===== src/rtl/leaf_stream_fifo.sv =====
// rtl/leaf_stream_fifo.sv - valid/ready stream FIFO with occupancy; LEAF_FIFO_STATUS_EN adds sticky ovf/udf flags
module leaf_stream_fifo #(
  parameter int DATA_W = 8,
  parameter int DEPTH  = 4,
  parameter int CNT_W  = $clog2(DEPTH) + 1
) (
  input  logic              clk,
  input  logic              rst_n,
  input  logic              in_valid,
  output logic              in_ready,
  input  logic [DATA_W-1:0] in_data,
  output logic              out_valid,
  input  logic              out_ready,
  output logic [DATA_W-1:0] out_data,
  output logic [CNT_W-1:0]  level,
  input  logic              clr
`ifdef LEAF_FIFO_STATUS_EN
  ,
  output logic              ovf_sticky,
  output logic              udf_sticky
`endif
);

  localparam int PTR_W = $clog2(DEPTH);

  logic [PTR_W-1:0]  rd_ptr_q, rd_ptr_d;
  logic [PTR_W-1:0]  wr_ptr_q, wr_ptr_d;
  logic [CNT_W-1:0]  level_q, level_d;
  logic [DATA_W-1:0] mem_q [DEPTH];
  logic [DATA_W-1:0] mem_d [DEPTH];
  logic              push, pop;

  assign in_ready  = (level_q != CNT_W'(DEPTH));
  assign out_valid = (level_q != '0);
  assign out_data  = mem_q[rd_ptr_q];
  assign level     = level_q;
  assign push      = in_valid & in_ready;
  assign pop       = out_valid & out_ready;

  // clr wins over both handshakes; storage itself is left untouched
  always_comb begin
    rd_ptr_d = rd_ptr_q;
    wr_ptr_d = wr_ptr_q;
    level_d  = level_q;
    mem_d    = mem_q;
    if (clr) begin
      rd_ptr_d = '0;
      wr_ptr_d = '0;
      level_d  = '0;
    end else begin
      if (push) begin
        mem_d[wr_ptr_q] = in_data;
        wr_ptr_d        = wr_ptr_q + 1'b1;
      end
      if (pop) begin
        rd_ptr_d = rd_ptr_q + 1'b1;
      end
      case ({push, pop})
        2'b10:   level_d = level_q + 1'b1;
        2'b01:   level_d = level_q - 1'b1;
        default: level_d = level_q;
      endcase
    end
  end

  always_ff @(posedge clk or negedge rst_n) begin
    if (!rst_n) begin
      rd_ptr_q <= '0;
      wr_ptr_q <= '0;
      level_q  <= '0;
      for (int i = 0; i < DEPTH; i++) begin
        mem_q[i] <= '0;
      end
    end else begin
      rd_ptr_q <= rd_ptr_d;
      wr_ptr_q <= wr_ptr_d;
      level_q  <= level_d;
      mem_q    <= mem_d;
    end
  end

`ifdef LEAF_FIFO_STATUS_EN
  logic ovf_q, ovf_d;
  logic udf_q, udf_d;

  always_comb begin
    ovf_d = ovf_q | (in_valid & ~in_ready);
    udf_d = udf_q | (out_ready & ~out_valid);
    if (clr) begin
      ovf_d = 1'b0;
      udf_d = 1'b0;
    end
  end

  always_ff @(posedge clk or negedge rst_n) begin
    if (!rst_n) begin
      ovf_q <= 1'b0;
      udf_q <= 1'b0;
    end else begin
      ovf_q <= ovf_d;
      udf_q <= udf_d;
    end
  end

  assign ovf_sticky = ovf_q;
  assign udf_sticky = udf_q;
`endif

endmodule


===== config.mk =====
export PLATFORM = sky130hd
export DESIGN_NAME = leaf_stream_fifo
export DESIGN_NICKNAME = d
export VERILOG_FILES = /design/src/rtl/leaf_stream_fifo.sv
export SDC_FILE = /design/constraint.sdc
export NUM_CORES = 1
export LEC_CHECK = 0
export CORE_MARGIN = 5
export CORE_UTILIZATION = 51
export CTS_CLUSTER_SIZE = 25
export DETAILED_ROUTE_END_ITERATION = 12
export PLACE_DENSITY = 0.8
export SLEW_MARGIN = 10
export SYNTH_ARGS = -nofsm -noshare
export SYNTH_HDL_FRONTEND = slang
export SYNTH_SLANG_ARGS = --single-unit

===== constraint.sdc =====
create_clock -name clk -period 3.7 [get_ports clk]
set_clock_uncertainty 0.2 [all_clocks]
set_input_delay 0.555 -clock clk [delete_from_list [all_inputs] [get_ports clk]]
set_output_delay 0.555 -clock clk [all_outputs]
set_load 0.02 [all_outputs]

### Yosys cells after proc, flatten, opt, wreduce, memory -nomap -nowiden

Cells that the tools add are included.
W data, S select, Z words.

| cells by class | value |
|---|---|
| add/subtract/negate cells | 4 |
| $lt $le $gt $ge | 3 |
| equal/unequal tests | 3 |
| muxes and demuxes | 12 |
| bitwise gates (word level) | 5 |
| reduce and logical (&&, ||, !) cells | 6 |

Operators by type and width:

| kind | number |
|---|---|
| $bwmux W32 | 1 |
| $mux W8 | 3 |
| $bmux W8 S2 | 1 |
| $demux W8 S2 | 1 |
| $mux W2 | 4 |
| $ge A3 B3 Y1 const B | 2 |
| $not A2 Y3 | 2 |
| $pmux W3 S2 | 1 |
| $reduce_bool A3 Y1 | 2 |
| $add A2 B1 Y2 const B | 2 |
| $reduce_bool A2 Y1 | 2 |
| $add A3 B1 Y3 const B | 1 |
| $lt A3 B1 Y1 const B | 1 |
| $mux W3 | 1 |
| $ne A3 B3 Y1 const B | 1 |
| $sub A3 B1 Y3 const B | 1 |
| $and A1 B1 Y1 | 2 |
| $eq A2 B1 Y1 const B | 1 |
| $eq A2 B2 Y1 const B | 1 |
| $reduce_and A2 Y1 | 1 |
| $logic_and A1 B1 Y1 | 1 |
| $not A1 Y1 | 1 |

| word-level totals | value |
|---|---|
| register bits | 39 |
| bits of input ports | 13 |
| output and inout port bits | 13 |

### Depth between registers and ports, before layout

Gate-level depths: netlist of the first run.

| depth | value |
|---|---|
| depth after elaboration | 6 |
| depth in mapped cells | 7 |
| depth with buffers taken out | 6 |

### Worst setup path after synthesis of the first run

No wires, ideal clock.

| timing | value |
|---|---|
| path type | reg2reg |
| start | register level_q[1], in the netlist level[1] |
| end | register level_q[1], in the netlist level[1] |
| setup time | 86 ps |
| arrival | 2082 ps |
| required time | 3414 ps |
| path slack | 1332 ps |
| cell stages (with the launch flop) | 6 |
| path buffers | 0 |
| path through | dfrtp_1 or3_2 and3_1 fa_1 a41oi_1 nor3_1 |

| on the way | value |
|---|---|
| longest elaborated chain between the ends | 5 |

RTL lines:

| item | line | text |
|---|---|---|
| from (decl) | 28 | `logic [CNT_W-1:0] level_q, level_d;` |
| from (signal assigned) | 77 | `level_q <= level_d;` |
| $reduce_bool A3 Y1 * | 34 | `assign out_valid = (level_q != '0);` |
| named net out_valid | 12 | `output logic out_valid,` |
| $and A1 B1 Y1 * | 38 | `assign pop = out_valid & out_ready;` |
| $eq A2 B1 Y1 / $eq A2 B2 Y1 (equally long branches) | 58 | `case ({push, pop})` |
| $pmux W3 S2 | 58 |  |
| $mux W3 | 46 | `if (clr) begin` |

Mark *: on every way through the listed nets, which the timed path passes. The rest lies on a longest branch.
A chain may end at the register's enable or synchronous reset.

### Final worst setup path of the first run

| timing | value |
|---|---|
| start | register rd_ptr_q[0] |
| end | output out_data[0] |

| on the way | value |
|---|---|
| longest elaborated chain between the ends | 4 |

RTL lines:

| item | line | text |
|---|---|---|
| from (decl) | 26 | `logic [PTR_W-1:0] rd_ptr_q, rd_ptr_d;` |
| from (signal assigned) | 75 | `rd_ptr_q <= rd_ptr_d;` |
| $not A2 Y3 (not written as such) | 35 | `assign out_data = mem_q[rd_ptr_q];` |
| $bmux W8 S2 | 35 |  |
| $mux W8 (not written as such) (2 in a row) | 35 |  |
| to (decl) | 14 | `output logic [DATA_W-1:0] out_data,` |

No other way between the ends. The select of a mux whose other input is x is not followed.

==> metrics.yaml, run 1 <==
synthesis:
  synthCells: 138
  synth_area_per_cell_um2: 15.0
  synth_top_area_share_pct: 47.1
  syn_nets: 156
  ys_ff_latch: 39
  yosysWarnings: 0
  async_flop_share_pct: 100
  synthDistinctLibCells: 32
  synth-edff-count: 0
  synth_area_leaders: "dfrtp_1 (47%), mux2_4 (23%), mux4_2 (8.7%), nand2_8 (3.9%), ha_1 (2.4%)"
  synth-main-ff-cell: "dfrtp_1"
  seq_area_frac_synth_pct: 47.1
  yosysTopAreaCell: "dfrtp_1"
  synth_area_mm2: 0.00207
sta:
  max_clock_freq_ghz: 0.338
  hold_viol_final: 0
  drv_slew: 0
  min_period_ns: 2.96
  worst_slew_pin_slew_ns: 0.847
  period_share_pct: 79.9
  finalSetupViolCount: 0
  rsz0062_at_grt: "false"
  slew-limit-headroom_pct: 43.6
  timing.setup.tns_ns: 0
critical_path:
  slowest_stage: "dfrtp_1"
  critPathArrivalTime_ns: 2.20
  critical_path.max_stage_delay_ns: 0.74
  crit_required_ns: 2.94
  endpoint_kind: "output pin"
  crit_path_start_kind: "flop"
  cp.buffers_inverters: 1
  path_cells: "mux4_2, clkdlybuf4s50_1"
  cp_max_fo: 10
  worst-setup-path-type: "reg2out"
  crit_family: "flip-flops"
  reg2reg_setup_slack_ns: 1.33
routing:
  via_per_inst: 5.48
  antenna_left: 0
  drtIter0Drc: 65
  dr.pass1.iters: 4
  wl_per_cell_um: 18.1
  vias: 1178
  drc_errors: 0
  routed_wl_um: 3900
place:
  place_congestion: 0.792
  dp_hpwl_um: 2740
  place.port_buffers: 25
cts:
  hold_buffers: 0
  ctsHtreeMaxLevel: 2
  root_buffer: "clkbuf_8"
  cts.sinks: 39
  clk_path_buf_depth: 2
  cts_setup_buffers: 0
  cts_resized: 0
  cts_tree: "yes"
  cts_inserted_buffers: 5
  clk_latency_ns: 0.29
  clkSlewWorstSetupHoldPaths_ns: 0.08
pwr:
  intPower_w: 0.00107
  p_comb_share_pct: 37.9
  powerDensity_mw_per_mm2: 633
  power_frac_clock_pct: 18.1
  p_leak_nw: 1.12
  p_sw_w: 0.000465
  ir_worst_vdd_mv: 0.258
  switching_share_pct: 30.2
  seq_power_share_pct: 44.0
flow_run:
  max_cap_violations: 0
final_layout:
  areaGrowthSynthToFinish_pct: 17.3
  antenna_cells: 0
  nFillCells: 311
  drive_above_1_share_pct: 33.3
  fin_util_pct: 61.2
  seqCellArea_um2: 976
  multiInputGateArea_mm2: 0.00106
  finalNetCount: 182
status:
  status: "completed"
hold_path:
  min_path_type: "in2async"
global_routing:
  grt_pass1_vias: 1319
  grt_overflow: 0
  antenna_found_initial: 0
  grt_pass1_wl_um: 6680
  grt_max_degree: 40
  grtUsageTotal_pct: 16.3
die:
  dieArea_mm2: 0.00543
  initial_core_util_pct: 52.1
  io_pins: 26
  rows: 23
  core-area_mm2: 0.00397
  die_height_um: 73.7
  die_x_um: 73.7
[kinds of logic (layout without fill, tap and decap cells)]
kind of cell | Yosys count | in the layout | share of synthesized area (%)
AOI/OAI and AO/OA | 10 | 10 | 3.08
xor gates and xnor gates | 4 | 4 | 1.69
adders and majority gates | 5 | 5 | 3.38
buffers and inverters | 8 | 35 | 1.87
DFF | 39 | 39 | 47.1
muxes | 40 | 40 | 31.9
and+or+nand+nor | 32 | 32 | 10.9
[sequential cells by signal, summed over array words and instances, names as in the netlist]
signal / count
level: 3
mem_q: 32
rd_ptr_q: 2
wr_ptr_q: 2
[final cells by class]
| cell class | instances | area share (%) |
|---|---|---|
| clock inverters | 1 | 0.206 |
| flip-flops and latches | 39 | 40.2 |
| repair buffers | 25 | 10.1 |
| well taps | 50 | 2.58 |
| multi-input cells | 91 | 43.5 |
| inverters | 2 | 0.309 |
| clock buffers | 7 | 3.14 |
[power by group through the flow]
stage                     clock [W]  combinational, W  sequential (W)
after floorplan                   0          0.000434        0.000640
after global placement            0          0.000565        0.000670
after detailed placement          0          0.000585        0.000684
after CTS                  0.000288          0.000589        0.000677
after global routing       0.000298          0.000621        0.000694
final                      0.000279          0.000582        0.000677
[Yosys cell counts (2+ instances only)]
cell,n
nand2_8,4
mux2_4,32
o21ai_0,3
a21oi_1,2
xor2_1,2
buf_1,2
nand2_1,6
xnor2_1,2
nand3_1,5
ha_1,4
mux4_2,8
nor2_1,8
dfrtp_1,39
inv_1,2
clkbuf_1,2
[worst reg2reg max path: stages, from the launching register on]
cell and delay, ns:
dfrtp_1 0.50, or3_2 0.54, and3_1 0.21, fa_1 0.53, a41oi_1 0.12, nor3_1 0.19
[cells in the final DEF, fill, tap and decap left out, drive strengths merged, types with 2 or more instances in the layout]
cell and instances:
a21oi 2, clkbuf 7, clkdlybuf4s50 24, dfrtp 39, ha 4, inv 2, mux2 32, mux4 8
nand2 10, nand3 5, nor2 8, o21ai 3, or3 2, or3b 2, xnor2 2, xor2 2
[metal layers]
layer | share of wire [%] | wire [µm] | GRT usage [%] | vias to the layer above
met5 | 0 | 0 | 0 | -
met4 | 1.0 | 40 | 4.23 | 0
met3 | 4.8 | 187 | 4.51 | 4
met2 | 49 | 1930 | 26.7 | 27
met1 | 45 | 1750 | 21.5 | 597
li1 | - | - | - | 550
[metrics by stage]
step / setup WS, ns / total power, W / cell area [µm²] / hold WS, ns / instances
after global placement: 0.973 / 0.00123 / 2350 / 0.285 / 207
final: 0.744 / 0.00154 / 2430 / 0.164 / 215
after detailed placement: 0.916 / 0.00127 / 2350 / 0.292 / 207
after global routing: 0.650 / 0.00161 / 2430 / 0.247 / 215
after CTS: 0.697 / 0.00155 / 2430 / 0.190 / 215
after floorplan: 1.33 / 0.00107 / 2070 / 0.0594 / 138
[final timing paths]
kind	startpoint	to	cells past startpoint
setup / recovery	rd_ptr_q[0]	out_data[0]	2
hold / removal	rst_n	mem_q[6]	1
setup reg to reg	level[0]	level[1]	5
hold reg to reg	mem_q[20]	mem_q[20]	1
max in group asynchronous	rst_n	mem_q[9]	1
min in group clk	mem_q[20]	mem_q[20]	1
Power figures use the tool's default switching activity.
==> inputs of run 2 (changes only) <==
Settings changed: CORE_UTILIZATION 51 to 49, PLACE_DENSITY 0.8 to 0.81.
Clock period 3.7 ns to 2.41 ns, I/O delays scaled along.
==> run 2 against run 1 <==
  * Setup slack worse by 0.62 ns
  * Non-clock buffer count up 6
  * Die area grew 3.5%
  * First-iteration DRC count is 11% lower
  * Sequential power rose by 49%
  * The run now ends with hold timing left
  * Clock power up 100%
  * Critical path depth is 1 higher
==> metrics.yaml, run 2 (synthesis gave the netlist of run 1 again) <==
status:
  status: "finished, violations left"
  violations: "hold timing"
critical_path:
  worst-setup-path-type: "reg2out"
  r2r_start: "level[1]"
  cp_max_fo: 8  # -2
  rr_worst_depth: 5  # unchanged
  crit_path_start_kind: "flop"
  critPathArrivalTime_ns: 1.73  # -0.47 ns
  regToRegEndpoint: "mem_q[24]"
  endpoint_kind: "output pin"
  reg2reg_setup_slack_ns: 0.14  # -1.19 ns
  crit_required_ns: 1.85  # -1.09 ns
routing:
  antenna_left: 0  # unchanged
  drtIter0Drc: 58  # -11%
  dr.pass1.iters: 4  # unchanged
  routed_wl_um: 3970  # +1.7%
  vias: 1211  # +2.8%
  drc_errors: 0  # unchanged
  wl_per_cell_um: 18.0  # -1.1%
  via_per_inst: 5.48  # about the same
die:
  rows: 23  # unchanged
  initial_core_util_pct: 51.0  # -1.1 points
  io_pins: 26  # unchanged
  dieArea_mm2: 0.00563  # +3.5%
  die_height_um: 75.0  # +1.7%
  die_x_um: 75.0  # +1.7%
  core-area_mm2: 0.00406  # +2.2%
final_layout:
  final_cells: 221  # +2.8%
  layout_common_cells: "dfrtp_1 (38), mux2_4 (32), clkdlybuf4s50_1 (14)"
  largest_register_ffs: 32  # unchanged
  finalNetCount: 188  # +3.3%
  layout_commonest_cell: "dfrtp_1"
  drive_above_1_share_pct: 38.0  # +4.7 points
  areaGrowthSynthToFinish_pct: 21.9
  stdcell_area_mm2: 0.00252  # +3.9%
  top_register: "mem_q"
  antenna_cells: 0  # unchanged
  fin_util_pct: 62.2  # +1.0 points
cts:
  ctsHtreeMaxLevel: 2  # unchanged
  clkSlewWorstSetupHoldPaths_ns: 0.07  # about the same
  hold_buffers: 0  # unchanged
  clk_path_buf_depth: 2  # unchanged
  cts_inserted_buffers: 5  # unchanged
  clk_latency_ns: 0.29  # about the same
  root_buffer: "clkbuf_8"
  cts.sinks: 39  # unchanged
  cts_tree: "yes"
sta:
  max_clock_freq_ghz: 0.437
  slew-limit-headroom_pct: 43.9  # +0.30 points
  drv_slew: 0  # unchanged
  hold_slack_ns: -0.0248  # -0.188 ns
  rsz0062_at_grt: "false"
  min_period_ns: 2.29
  period_share_pct: 95.0
  hold_viol_final: 39  # +39
  worst_slew_pin_slew_ns: 0.842  # -0.00456 ns
  finalSetupViolCount: 0  # unchanged
  timing.setup.tns_ns: 0  # unchanged
global_routing:
  antenna_found_initial: 0  # unchanged
  grt_pass1_wl_um: 6820  # +2.1%
  grt_max_degree: 40  # unchanged
  grt_overflow: 0  # unchanged
  grt_pass1_vias: 1354  # +2.7%
  grtUsageTotal_pct: 16.6  # +0.24 points
flow_run:
  max_cap_violations: 0  # unchanged
place:
  dp_hpwl_um: 2760  # +0.70%
  place_inst: 213  # +2.9%
  place_congestion: 0.711  # -10%
  dpl_cell_area_mm2: 0.00240  # +2.5%
  place.port_buffers: 25  # unchanged
hold_path:
  min_path_type: "in2async"
pwr:
  powerDensity_mw_per_mm2: 982  # +55%
  p_leak_nw: 1.20  # +7.0%
  p_total_w: 0.00248  # +61%
  ir_worst_vdd_mv: 0.314  # +22%
-- run 2: changes by cell type in the layout (fill, tap and decap cells not counted) --
cell / delta
clkdlybuf4s50_1: -10
clkbuf_1: -2
nor3_2: +1
nor3_1: -1
buf_12: +1
dlygate4sd2_1: +8
buf_4: +5
dlymetal6s2s_1: +2
bufinv_16: +1
clkbuf_8: +1
dfrtp_2: +1
dfrtp_1: -1
-- run 2: timing repair --
item | in CTS | in global routing
pin swaps | 0 | 0
setup buffers | 0 | 0
gates resized for setup | 8 | 4
endpoints found under the hold margin | 0 | 0
setup endpoints to repair | 8 | 4
-- run 2: layout make-up --
class / count / area [µm²]
fillers: 295 / 1530
multi-input cells: 91 / 1060
flip-flops and latches: 39 / 977
repair buffers: 31 / 298
clock buffers: 6 / 82.6
well taps: 50 / 62.6
clock inverters: 2 / 35.0
inverters: 2 / 7.51
-- run 2: report_power, final --
| part | leakage [nW] | internal, W | switching (W) |
|---|---|---|---|
| Sequential | 0.493 | 0.000874 | 0.000139 |
| Combinational | 0.644 | 0.000550 | 0.000352 |
| Clock | 0.0612 | 0.000335 | 0.000229 |
-- run 2: worst max-delay path: stages (launching register included) --
cell,delay (ns)
dfrtp_1,0.42
buf_12,0.16
mux4_2,0.51
dlygate4sd2_1,0.34
-- run 2: worst max path at each step --
| stage | depth (start not counted) | from | endpoint | slack, ns |
|---|---|---|---|---|
| global route | 6 | level[2] | level[2] | 0.03 |
| finish | 3 | rd_ptr_q[0] | out_data[5] | 0.12 |
| detailed placement | 4 | in_valid | mem_q[24] | -0.03 |
| global placement | 4 | in_valid | mem_q[28] | 0.04 |
| CTS | 2 | level[2] | out_valid | 0.01 |
| floorplan | 5 | level[1] | level[1] | 0.04 |
-- run 2: per-layer routing --
layer  share of wire, %  track usage, %
met1                 45            20.4
met2                 49            28.1
met3                4.4            4.81
met4                1.6            5.14
met5                  0               0
-- run 2: stage by stage --
| step | worst slack, ns | hold slack [ns] |
|---|---|---|
| 2_1_floorplan | 0.0421 | -0.134 |
| 3_3_place_gp | 0.0354 | 0.289 |
| 3_5_place_dp | -0.0273 | 0.292 |
| 4_1_cts | 0.0131 | 0.000466 |
| 5_1_grt | 0.0338 | 0.0629 |
| 6_report | 0.122 | -0.0248 |
==> inputs of run 3 (changes only) <==
Settings changed: CTS_CLUSTER_SIZE 25 to not set, REMOVE_ABC_BUFFERS set to 1.
==> run 3 against run 2 <==
  * The run now ends clean
  * Wire length rose by 3.2%
  * Combinational power is 0.7% higher
  * Global-route usage increased by 0.20 points
  * Utilization decreased by 0.43 points
  * Die area stayed put
  * First-iteration DRC count is 21% lower
  * Register-to-register slack barely moved
  * Critical endpoint is now out_valid
  * Largest cell class unchanged
==> metrics.yaml, run 3 (synthesis gave the netlist of run 1 again) <==
pwr:
  p_leak_nw: 1.17  # -1.9%
  ir_worst_vdd_mv: 0.371  # +18%
  powerDensity_mw_per_mm2: 941  # -4.2%
sta:
  max_clock_freq_ghz: 0.430  # -1.6%
  timing.setup.tns_ns: 0  # unchanged
  hold_slack_ns: 0.298  # +0.323 ns
  min_period_ns: 2.33  # +0.0374 ns
  slew-limit-headroom_pct: 50.2  # +6.3 points
  period_share_pct: 96.5  # +1.6 points
  drv_slew: 0  # unchanged
  rsz0062_at_grt: "false"
  finalSetupViolCount: 0  # unchanged
  worst_slew_pin_slew_ns: 0.747  # -0.0950 ns
  hold_viol_final: 0  # -100%
critical_path:
  worst-setup-path-type: "reg2out"
  reg2reg_setup_slack_ns: 0.14  # about the same
  rr_worst_depth: 5  # unchanged
  cp_max_fo: 4  # -4
  r2r_start: "level[1]"
  crit_required_ns: 1.85  # about the same
  critPathArrivalTime_ns: 1.76  # +0.03 ns
  crit_path_start_kind: "flop"
  regToRegEndpoint: "mem_q[15]"
  endpoint_kind: "output pin"
global_routing:
  grt_overflow: 0  # unchanged
  grt.met3_usage_pct: 4.54  # -0.27 points
  antenna_found_initial: 0  # unchanged
  grt_pass1_wl_um: 6840  # +0.29%
  met2_usage_pct: 28.4  # +0.29 points
  grtUsageTotal_pct: 16.8  # +0.20 points
  grtUsageMet1_pct: 20.6  # +0.19 points
  grt_max_degree: 40  # unchanged
  grt_pass1_vias: 1358  # +0.30%
  busiest_layer: "met2"
die:
  initial_core_util_pct: 51.0  # unchanged
  io_pins: 26  # unchanged
  rows: 23  # unchanged
  die_height_um: 75.0  # unchanged
  dieArea_mm2: 0.00563  # unchanged
  die_x_um: 75.0  # unchanged
  core-area_mm2: 0.00406  # unchanged
flow_run:
  max_cap_violations: 0  # unchanged
final_layout:
  layout_common_cells: "dfrtp_1 (39), mux2_4 (32), clkdlybuf4s50_1 (16)"
  finalNetCount: 190  # +1.1%
  layout_commonest_cell: "dfrtp_1"
  areaGrowthSynthToFinish_pct: 21.0
  top_register: "mem_q"
  antenna_cells: 0  # unchanged
  largest_register_ffs: 32  # unchanged
  drive_above_1_share_pct: 37.0  # -1.0 points
cts:
  clk_latency_ns: 0.29  # about the same
  cts_tree: "yes"
  cts.sinks: 39  # unchanged
  cts_inserted_buffers: 5  # unchanged
  clkSlewWorstSetupHoldPaths_ns: 0.08  # about the same
  ctsHtreeMaxLevel: 2  # unchanged
  clk_path_buf_depth: 2  # unchanged
  root_buffer: "clkbuf_8"
routing:
  antenna_left: 0  # unchanged
  drc_errors: 0  # unchanged
  routed_wl_um: 4090  # +3.2%
  dr.pass1.iters: 4  # unchanged
  drtIter0Drc: 46  # -21%
  wl_per_cell_um: 18.3  # +2.2%
  vias: 1231  # +1.7%
  via_per_inst: 5.52  # +0.74%
status:
  status: "completed"
hold_path:
  min_path_type: "in2async"
place:
  place.port_buffers: 25  # unchanged
  dp_hpwl_um: 2870  # +3.7%
  place_congestion: 0.757  # +6.5%
run 3: per-layer routing:
metal	wire, µm	vias up
li1	-	565
met1	1790	635
met2	2100	29
met3	182	2
met4	25	0
met5	0	-
run 3: how the worst max path moves through the flow:
stage,endpoint,slack [ns],startpoint,depth (start not counted)
after detailed placement,mem_q[19],-0.05,in_valid,4
after global placement,mem_q[22],0.03,in_valid,4
final,out_valid,0.08,level[1],2
after global routing,out_data[2],0.03,rd_ptr_q[0],3
after floorplan,level[1],0.04,level[1],5
after CTS,in_ready,0.03,level[1],3
run 3: layout make-up:
cell class	instances	area [µm²]
Fill cell	304	1550
Multi-Input combinational cell	91	1060
Sequential cell	39	976
Timing Repair Buffer	33	315
Clock buffer	5	68.8
Tap cell	50	62.6
Clock inverter	3	20.0
Inverter	2	7.51
run 3: repair_timing:
item | in CTS | in global routing
setup endpoints to repair | 8 | 1
hold buffers | 0 | 0
buffers inserted | 0 | 0
gates resized for setup | 8 | 1
run 3: metrics by stage:
step / utilization [%] / total power, W / setup WS [ns] / std cells / instance area, µm²
floorplan: - / 0.00164 / 0.0421 / 132 / 2040
global placement: 59.8 / 0.00193 / 0.0330 / 215 / 2420
detailed placement: 59.8 / 0.00198 / -0.0544 / 215 / 2420
CTS: 61.7 / 0.00238 / 0.0286 / 223 / 2500
global route: 61.8 / 0.00250 / 0.0292 / 223 / 2510
finish: 61.8 / 0.00236 / 0.0842 / 223 / 2510
run 3: worst max-delay path: stages (launching register included):
cell             delay [ns]
dfrtp_1                0.39
or3_2                  0.53
clkdlybuf4s50_1        0.56
run 3: power by group:
| group | total (W) | internal, W | switching, W |
|---|---|---|---|
| registers | 0.00101 | 0.000873 | 0.000136 |
| clock network | 0.000440 | 0.000201 | 0.000239 |
| logic | 0.000908 | 0.000554 | 0.000354 |
==> patch (config.mk and constraints of run 3) <==
`DATA_W`: 8 -> 7.
--- a/src/rtl/leaf_stream_fifo.sv
+++ b/src/rtl/leaf_stream_fifo.sv
@@ -2,3 +2,3 @@
 module leaf_stream_fifo #(
-  parameter int DATA_W = 8,
+  parameter int DATA_W = 7,
   parameter int DEPTH  = 4,
Ports: changed (resized in_data and out_data); port bits go from 26 to 24. The function was not compared with the original's and may differ.
==> patch against run 3 <==
- cell count is 5.4% lower
- synthesized area down 8.8%
- count of clock-buffer cells in the layout up 1
- setup slack gained 0.0028 ns
- cell area down 7.2%
- core utilization up 1.3 points
- wire length down 10%
- sequential cell count is 4 lower
- total power down 3.9%
- combinational power decreased by 9.1%
- critical path type unchanged
- critical endpoint unchanged
==> patch: results (changes against run 3) <==
Sink Count 35 (was 39); HPWL Detailed 2699 um (was 2865 um); starting DRC count in detailed routing 58 (was 46); status completed (unchanged); first-pass GRT wire length 6216 um (was 6837 um); vias in the first global route 1,258 (was 1,358); met3 Usage GRT 5.125% (was 4.539%); area fraction in compound gates after synthesis 3.380% (was 3.082%); largest net degree at the start of global routing 36 (was 40); fraction of area in registers 37.65% (was 38.94%); number of flip-flops in the largest register 28 (was 32); Routed WL 3674 um (was 4092 um); port bufs 23 (was 25); top area cells in the synthesized netlist dfrtp_1, mux2_4, mux4_2 (unchanged); Slew HR 51.22% (was 50.19%); dpl cells 203 (was 215); vias per inst 5.436 (was 5.520); Leak 1.096 nW (was 1.175 nW); NonClk Buf Share 12.53% (was 12.58%); routing usage on met2 24.87% (was 28.43%); global routing usage on met1 20.75% (was 20.62%); via count 1,147 (was 1,231); Post-Place Worst Slack -0.01829 ns (was -0.05443 ns); fillers 297 (was 304); clock buffer count 6 (was 5); NetSw 653.0 uW (was 728.7 uW); WL met1 1640 um (was 1789 um); metal2 WL 1792 um (was 2095 um); Clock power frac 24.1% (was 18.7%); Multi-Input Combinational 86 (was 91); CTS resizes 7 (was 8); Worst VDD drop 0.3401 mV (was 0.3706 mV); total track usage 16.00% (was 16.78%); Syn Area/Cell 14.64 um^2 (was 15.01 um^2); Synth Area in XOR/XNOR 1.856% (was 1.692%); mux cell area share after synthesis 30.62% (was 31.90%); routability cong. 0.8573 (was 0.7569); share of cells above drive strength 1 36.81% (was 36.99%); commonest cells in the netlist dfrtp_1, mux2_4, nor2_1 (was dfrtp_1, mux2_4, mux4_2, nor2_1, nand2_1)
[patch: path summary, 6_finish.rpt]
check | to | start | cells after the start | slack [ns]
max | out_valid | level[1]$_DFFE_PN0P_ | 2 | 0.09
min | mem_q[19]$_DFFE_PN0P_ | rst_n | 2 | 0.28
max reg2reg | level[2]$_DFFE_PN0P_ | level[1]$_DFFE_PN0P_ | 6 | 0.15
min reg2reg | mem_q[13]$_DFFE_PN0P_ | mem_q[13]$_DFFE_PN0P_ | 1 | 0.31
max in group asynchronous | mem_q[12]$_DFFE_PN0P_ | rst_n | 2 | 1.42
min in group clk | mem_q[13]$_DFFE_PN0P_ | mem_q[13]$_DFFE_PN0P_ | 1 | 0.31
[patch: metrics by stage]
step / utilization (%) / instance area [um^2] / total power, mW
global placement: 60.04 / 2215 / 1.737
floorplan: - / 1857 / 1.469
global route: 63.06 / 2326 / 2.396
CTS: 62.99 / 2323 / 2.301
detailed placement: 60.04 / 2215 / 1.780
finish: 63.06 / 2326 / 2.265
